--- config.mk ---
export PLATFORM = sky130hd
export DESIGN_NAME = excess_3_to_bcd_serial_flat
export DESIGN_NICKNAME = d
export VERILOG_FILES = /design/src/rtl/excess_3_to_bcd_serial_if.sv /design/src/rtl/excess_3_to_bcd_serial.sv /design/src/flat_wrapper.sv
export SDC_FILE = /design/constraint.sdc
export NUM_CORES = 1
export LEC_CHECK = 0
export ABC_CLOCK_PERIOD_IN_PS = 2100
export CAP_MARGIN = 30
export CORE_AREA = 2 2 53 104
export CTS_BUF_LIST = sky130_fd_sc_hd__clkbuf_2 sky130_fd_sc_hd__clkbuf_4 sky130_fd_sc_hd__clkbuf_8
export DETAILED_ROUTE_END_ITERATION = 8
export DIE_AREA = 0 0 55 106
export PLACE_DENSITY = 0.69
export SLEW_MARGIN = 20
export SYNTH_ARGS = -nofsm -noshare
export SYNTH_HDL_FRONTEND = slang
export SYNTH_SLANG_ARGS = --single-unit
--- constraint.sdc ---
create_clock -name clk -period 2.1 [get_ports clk]
set_input_delay 0.42 -clock clk [delete_from_list [all_inputs] [get_ports clk]]
set_output_delay 0.42 -clock clk [all_outputs]
set_load 0.005 [all_outputs]
--- src/rtl/excess_3_to_bcd_serial_if.sv ---
// Handshake bundle for the serial Excess-3 to BCD decoder.
// Source side drives the input word; decoder side drives the result.
interface excess_3_to_bcd_serial_if #(
   parameter int DIGITS = 4
);
   logic                  in_valid;
   logic                  in_ready;
   logic [4*DIGITS-1:0]   e;
   logic                  out_valid;
   logic                  out_ready;
   logic [4*DIGITS-1:0]   b;
   logic                  err;
   logic [DIGITS-1:0]     err_mask;

   modport master (
      output in_valid, e, out_ready,
      input  in_ready, out_valid, b, err, err_mask
   );

   modport slave (
      input  in_valid, e, out_ready,
      output in_ready, out_valid, b, err, err_mask
   );
endinterface

--- src/rtl/excess_3_to_bcd_serial.sv ---
// Multi-digit Excess-3 to BCD decoder, one digit per clock, LSD first.
// Optional E3_STICKY_ERR_EN adds err_sticky, set by any errored delivery.
module excess_3_to_bcd_serial #(
   parameter int DIGITS = 4
) (
   input  logic clk,
   input  logic rst_n,
`ifdef E3_STICKY_ERR_EN
   output logic err_sticky,
`endif
   excess_3_to_bcd_serial_if.slave bus
);
   localparam int CW = (DIGITS > 1) ? $clog2(DIGITS) : 1;
   localparam logic [CW-1:0] LAST = CW'(DIGITS - 1);

   typedef enum logic [1:0] {
      IDLE = 2'd0,
      CONV = 2'd1,
      HOLD = 2'd2
   } state_t;

   state_t              r_state;
   logic [CW-1:0]       r_cnt;
   logic [4*DIGITS-1:0] r_cap;
   logic [4*DIGITS-1:0] r_b;
   logic [DIGITS-1:0]   r_mask;
   logic                r_oval;
   logic [3:0]          w_dig;
   logic                w_bad;
   logic [3:0]          w_bdig;

   // Shared subtract-3 datapath on the digit selected by the counter
   always_comb begin
      w_dig  = r_cap[{r_cnt, 2'b00} +: 4];
      w_bad  = (w_dig < 4'd3) || (w_dig > 4'd12);
      w_bdig = w_bad ? 4'd0 : (w_dig - 4'd3);
   end

   // Control FSM with registered result and output-valid
   always_ff @(posedge clk or negedge rst_n) begin
      if (!rst_n) begin
         r_state <= IDLE;
         r_cnt   <= '0;
         r_cap   <= '0;
         r_b     <= '0;
         r_mask  <= '0;
         r_oval  <= 1'b0;
      end else begin
         unique case (r_state)
            IDLE: begin
               if (bus.in_valid) begin
                  r_cap   <= bus.e;
                  r_b     <= '0;
                  r_mask  <= '0;
                  r_cnt   <= '0;
                  r_state <= CONV;
               end
            end
            CONV: begin
               r_b[{r_cnt, 2'b00} +: 4] <= w_bdig;
               r_mask[r_cnt]            <= w_bad;
               if (r_cnt == LAST) begin
                  r_cnt   <= '0;
                  r_oval  <= 1'b1;
                  r_state <= HOLD;
               end else begin
                  r_cnt <= r_cnt + 1'b1;
               end
            end
            HOLD: begin
               if (bus.out_ready) begin
                  r_oval  <= 1'b0;
                  r_state <= IDLE;
               end
            end
            default: r_state <= IDLE;
         endcase
      end
   end

`ifdef E3_STICKY_ERR_EN
   logic r_sticky;

   // Latch any delivered word that carried an invalid digit
   always_ff @(posedge clk or negedge rst_n) begin
      if (!rst_n)
         r_sticky <= 1'b0;
      else if (r_oval && bus.out_ready && (|r_mask))
         r_sticky <= 1'b1;
   end

   assign err_sticky = r_sticky;
`endif

   assign bus.in_ready  = (r_state == IDLE);
   assign bus.out_valid = r_oval;
   assign bus.b         = r_b;
   assign bus.err_mask  = r_mask;
   assign bus.err       = |r_mask;
endmodule

--- src/flat_wrapper.sv ---
// flat-port wrapper written by rule: the top's interface ports become plain ports
module excess_3_to_bcd_serial_flat 
#(
   parameter int DIGITS = 4
)
  (clk, rst_n, bus_in_valid, bus_e, bus_out_ready, bus_in_ready, bus_out_valid, bus_b, bus_err, bus_err_mask);
  excess_3_to_bcd_serial_if #(.DIGITS(DIGITS)) bus_i ();
  input  logic clk;
  input  logic rst_n;
  input wire logic [$bits(bus_i.in_valid)-1:0] bus_in_valid;
  input wire logic [$bits(bus_i.e)-1:0] bus_e;
  input wire logic [$bits(bus_i.out_ready)-1:0] bus_out_ready;
  output wire logic [$bits(bus_i.in_ready)-1:0] bus_in_ready;
  output wire logic [$bits(bus_i.out_valid)-1:0] bus_out_valid;
  output wire logic [$bits(bus_i.b)-1:0] bus_b;
  output wire logic [$bits(bus_i.err)-1:0] bus_err;
  output wire logic [$bits(bus_i.err_mask)-1:0] bus_err_mask;
  assign bus_i.in_valid = bus_in_valid;
  assign bus_i.e = bus_e;
  assign bus_i.out_ready = bus_out_ready;
  assign bus_in_ready = bus_i.in_ready;
  assign bus_out_valid = bus_i.out_valid;
  assign bus_b = bus_i.b;
  assign bus_err = bus_i.err;
  assign bus_err_mask = bus_i.err_mask;
  excess_3_to_bcd_serial #(.DIGITS(DIGITS)) u_core (.clk(clk), .rst_n(rst_n), .bus(bus_i));
endmodule
==> flow_summary.yaml <==
outcome:
  status: "finished clean"
finish:
  drive_above_1_share_pct: 27.5
  num-fill-cells: 450
  areaGrowthSynthToFinish_pct: 39.3
  antennaDiodeCount: 0
  layout.nets: 247
sta:
  holdWs_ps: 437
  worst_pin_slew_ps: 495
  hold_violations: 0
  fin_crit_sh_pct: 96.6
  clock.fmax_mhz: 493
  setup-violations-final: 0
  tns_ps: 0
  fin_skew_ps: 4.86
  period_minus_slack_ps: 2030
  slew_headroom_pct: 67.0
  maxSlewViolCount: 0
power_and_ir_drop:
  max-vdd-ir-drop_uv: 1050
  static-leakage-power_nw: 1.16
  p_per_area_nw_per_um2: 1650
cts:
  path_clk_slew_ps: 80
  cts-root-buf: "clkbuf_8"
  tritoncts: "done"
  cts_buffers: 5
  clock_latency_ps: 300
  clk_path_buf_depth: 2
  h-tree-depth: 2
  clock-sinks: 41
critical_path:
  crit_required_ps: 2290
  crit_path_start_kind: "register"
  critPathMaxFanout: 7
  worstSetupEndpointType: "register"
  worstReg2RegStart: "u_core.r_cnt[0]"
  critPathMaxStageDelay_ps: 610
  path_cells: "buf_4 -> mux4_2 -> or2_4 -> a2bb2oi_4 -> a32o_1"
  crit_buf_inv: 1
  cp.arrival_ps: 2220
  critical-path-slowest-cell: "mux4_2"
  cp_top_family: "multiplexers"
  path_class: "reg -> reg"
  startpoint: "u_core.r_cnt[0]"
worst_hold_path:
  hp-class: "in -> async"
global_route:
  grt_pass1_vias: 1442
  grt_antenna_before_repair: 0
  grt_usage_pct: 16.0
  grt_max_degree: 41
  grt_pass1_wl_mm: 6.72
  gr-total-overflow: 0
yosys:
  synthTopCellsByCount: "dfrtp_1 (41), nand2_1 (20), mux2_2 (16)"
  avgSynthCellArea_um2: 12.2
  ys.flop_type: "dfrtp_1"
  synth.area.top_cells: "dfrtp_1 (53%), mux2_2 (9.3%), mux4_2 (4.6%), ha_1 (3.9%), nand2_1 (3.9%)"
  yosysWarnings: 0
  ys_ff_latch: 41
  async_flop_share_pct: 100
  syn-num-nets: 186
  yosys.area.top_type: "dfrtp_1"
  synth_cells: 160
  yosysMostFrequentCell: "dfrtp_1"
  syn_area_um2: 1950
  yosysSeqAreaShare_pct: 52.7
  yosysUniqueCellTypes: 34
  synth-edff-count: 0
  synth_top_area_share_pct: 52.7
floorplan:
  rows: 37
  die-area_um2: 5830
  start_util_pct: 38.2
  die_w_um: 55
  io-pin-count: 43
  core_area_um2: 5090
  die-height_um: 106
flow_run:
  drv_cap: 0
route:
  vias: 1510
  route.detailed.drc: 0
  avgRoutedWirePerCell_um: 15.3
  final_antenna_net_count: 0
  drt_wl_total_mm: 4.29
  viasPerCell: 5.39
  dr.pass1.iters: 4
  drt_iter0_drc: 42
placed_design:
  port_buffers: 42
  routabilityCongestion: 0.780
  dp_hpwl_mm: 3.19
-- worst register-to-register path: cells and delay by family, from the launching register on --
family	cells	cell delay (ps)
and+or+nand+nor	1	300
DFF	1	410
muxes	1	610
AOI/OAI and AO/OA	2	450
buffers and inverters	1	150
-- repair_timing --
action | 4_1_cts | 5_1_grt
resized for setup | 1 | 15
hold buffers | 1 | 0
gates cloned | 0 | 0
buffers inserted | 1 | 5
setup endpoints to repair | 2 | 21
endpoints found under the hold margin | 1 | 0
pin swaps | 0 | 3
-- cell usage in the layout (no fill, tap or decap), types with 2 or more instances in the layout --
master,count
buf_4,13
inv_1,5
nor2_1,5
nand4_1,2
nor2b_1,5
clkinv_2,2
mux2_2,16
nand2b_1,4
buf_12,2
clkbuf_8,5
inv_2,2
o21ai_1,7
ha_1,4
a32o_1,4
a21oi_1,4
o31ai_2,4
nand2_1,20
o31ai_1,4
mux4_2,4
a21o_1,2
dfrtp_1,40
o21ai_0,5
clkdlybuf4s50_1,40
-- path summary, 6_finish.rpt --
kind / to / slack [ps] / depth (start not counted)
max in group asynchronous: u_core.r_cnt[0] / 1260 / 3
setup reg to reg: u_core.bus.b[12] / 70 / 5
min in group clk: u_core.bus.b[1] / 480 / 2
hold reg to reg: u_core.bus.b[1] / 480 / 2
setup / recovery: u_core.bus.b[12] / 70 / 5
hold / removal: u_core.bus.out_valid / 440 / 2
-- stage by stage --
stage | power [mW] | worst slack (ps) | cell area, µm² | util, % | std cells
2_1_floorplan | 2.71 | 25.3 | 1950 | - | 160
3_3_place_gp | 3.53 | 46.6 | 2510 | 49.3 | 265
3_5_place_dp | 3.59 | -9.30 | 2510 | 49.3 | 265
4_1_cts | 4.12 | 0.732 | 2620 | 51.4 | 275
5_1_grt | 4.78 | -43.1 | 2710 | 53.3 | 280
6_report | 4.48 | 71.3 | 2710 | 53.3 | 280
-- metal layers --
metal	up-vias	wire length (µm)	track usage, %	part of all wire, %
met3	11	166	2.25	3.9
li1	705	-	-	-
met1	741	1550	18.1	36
met4	0	130	9.76	3.0
met5	-	0	0	0
met2	53	2440	26.6	57
-- where the power goes --
group          internal, mW  switching, mW
clock network         0.229          0.283
registers              1.08          0.220
logic                  1.39           1.28
total                  2.70           1.78
-- area by class of cell --
type,count,area [µm²],share of cell area [%]
Sequential cell,41,1030,37.9
Clock buffer,5,68.8,2.54
Timing Repair Buffer,59,577,21.3
Multi-Input combinational cell,107,923,34.0
Inverter,7,26.3,0.969
Clock inverter,3,17.5,0.646
Tap cell,58,72.6,2.68
-- state kept, by name, indices dropped and copies added (netlist names) --
name                  cells
u_core.bus.out_valid      1
u_core.r_cnt              2
u_core.bus.err_mask       4
u_core.r_cap             16
u_core.bus.b             16
u_core.r_state            2
-- logic make-up (layout without fill, tap and decap cells) --
logic type               Yosys count  in the layout  synth area share [%]
AND/OR/NAND/NOR                   44             44                  11.6
flip-flops                        41             41                  52.7
AO/OA/AOI/OAI                     37             37                  15.3
multiplexers                      20             20                  13.9
buffers and inverters             12             74                  2.70
adder cells (fa/ha/maj)            6              6                  3.86
No activity file was read; power rests on OpenSTA's default activity.
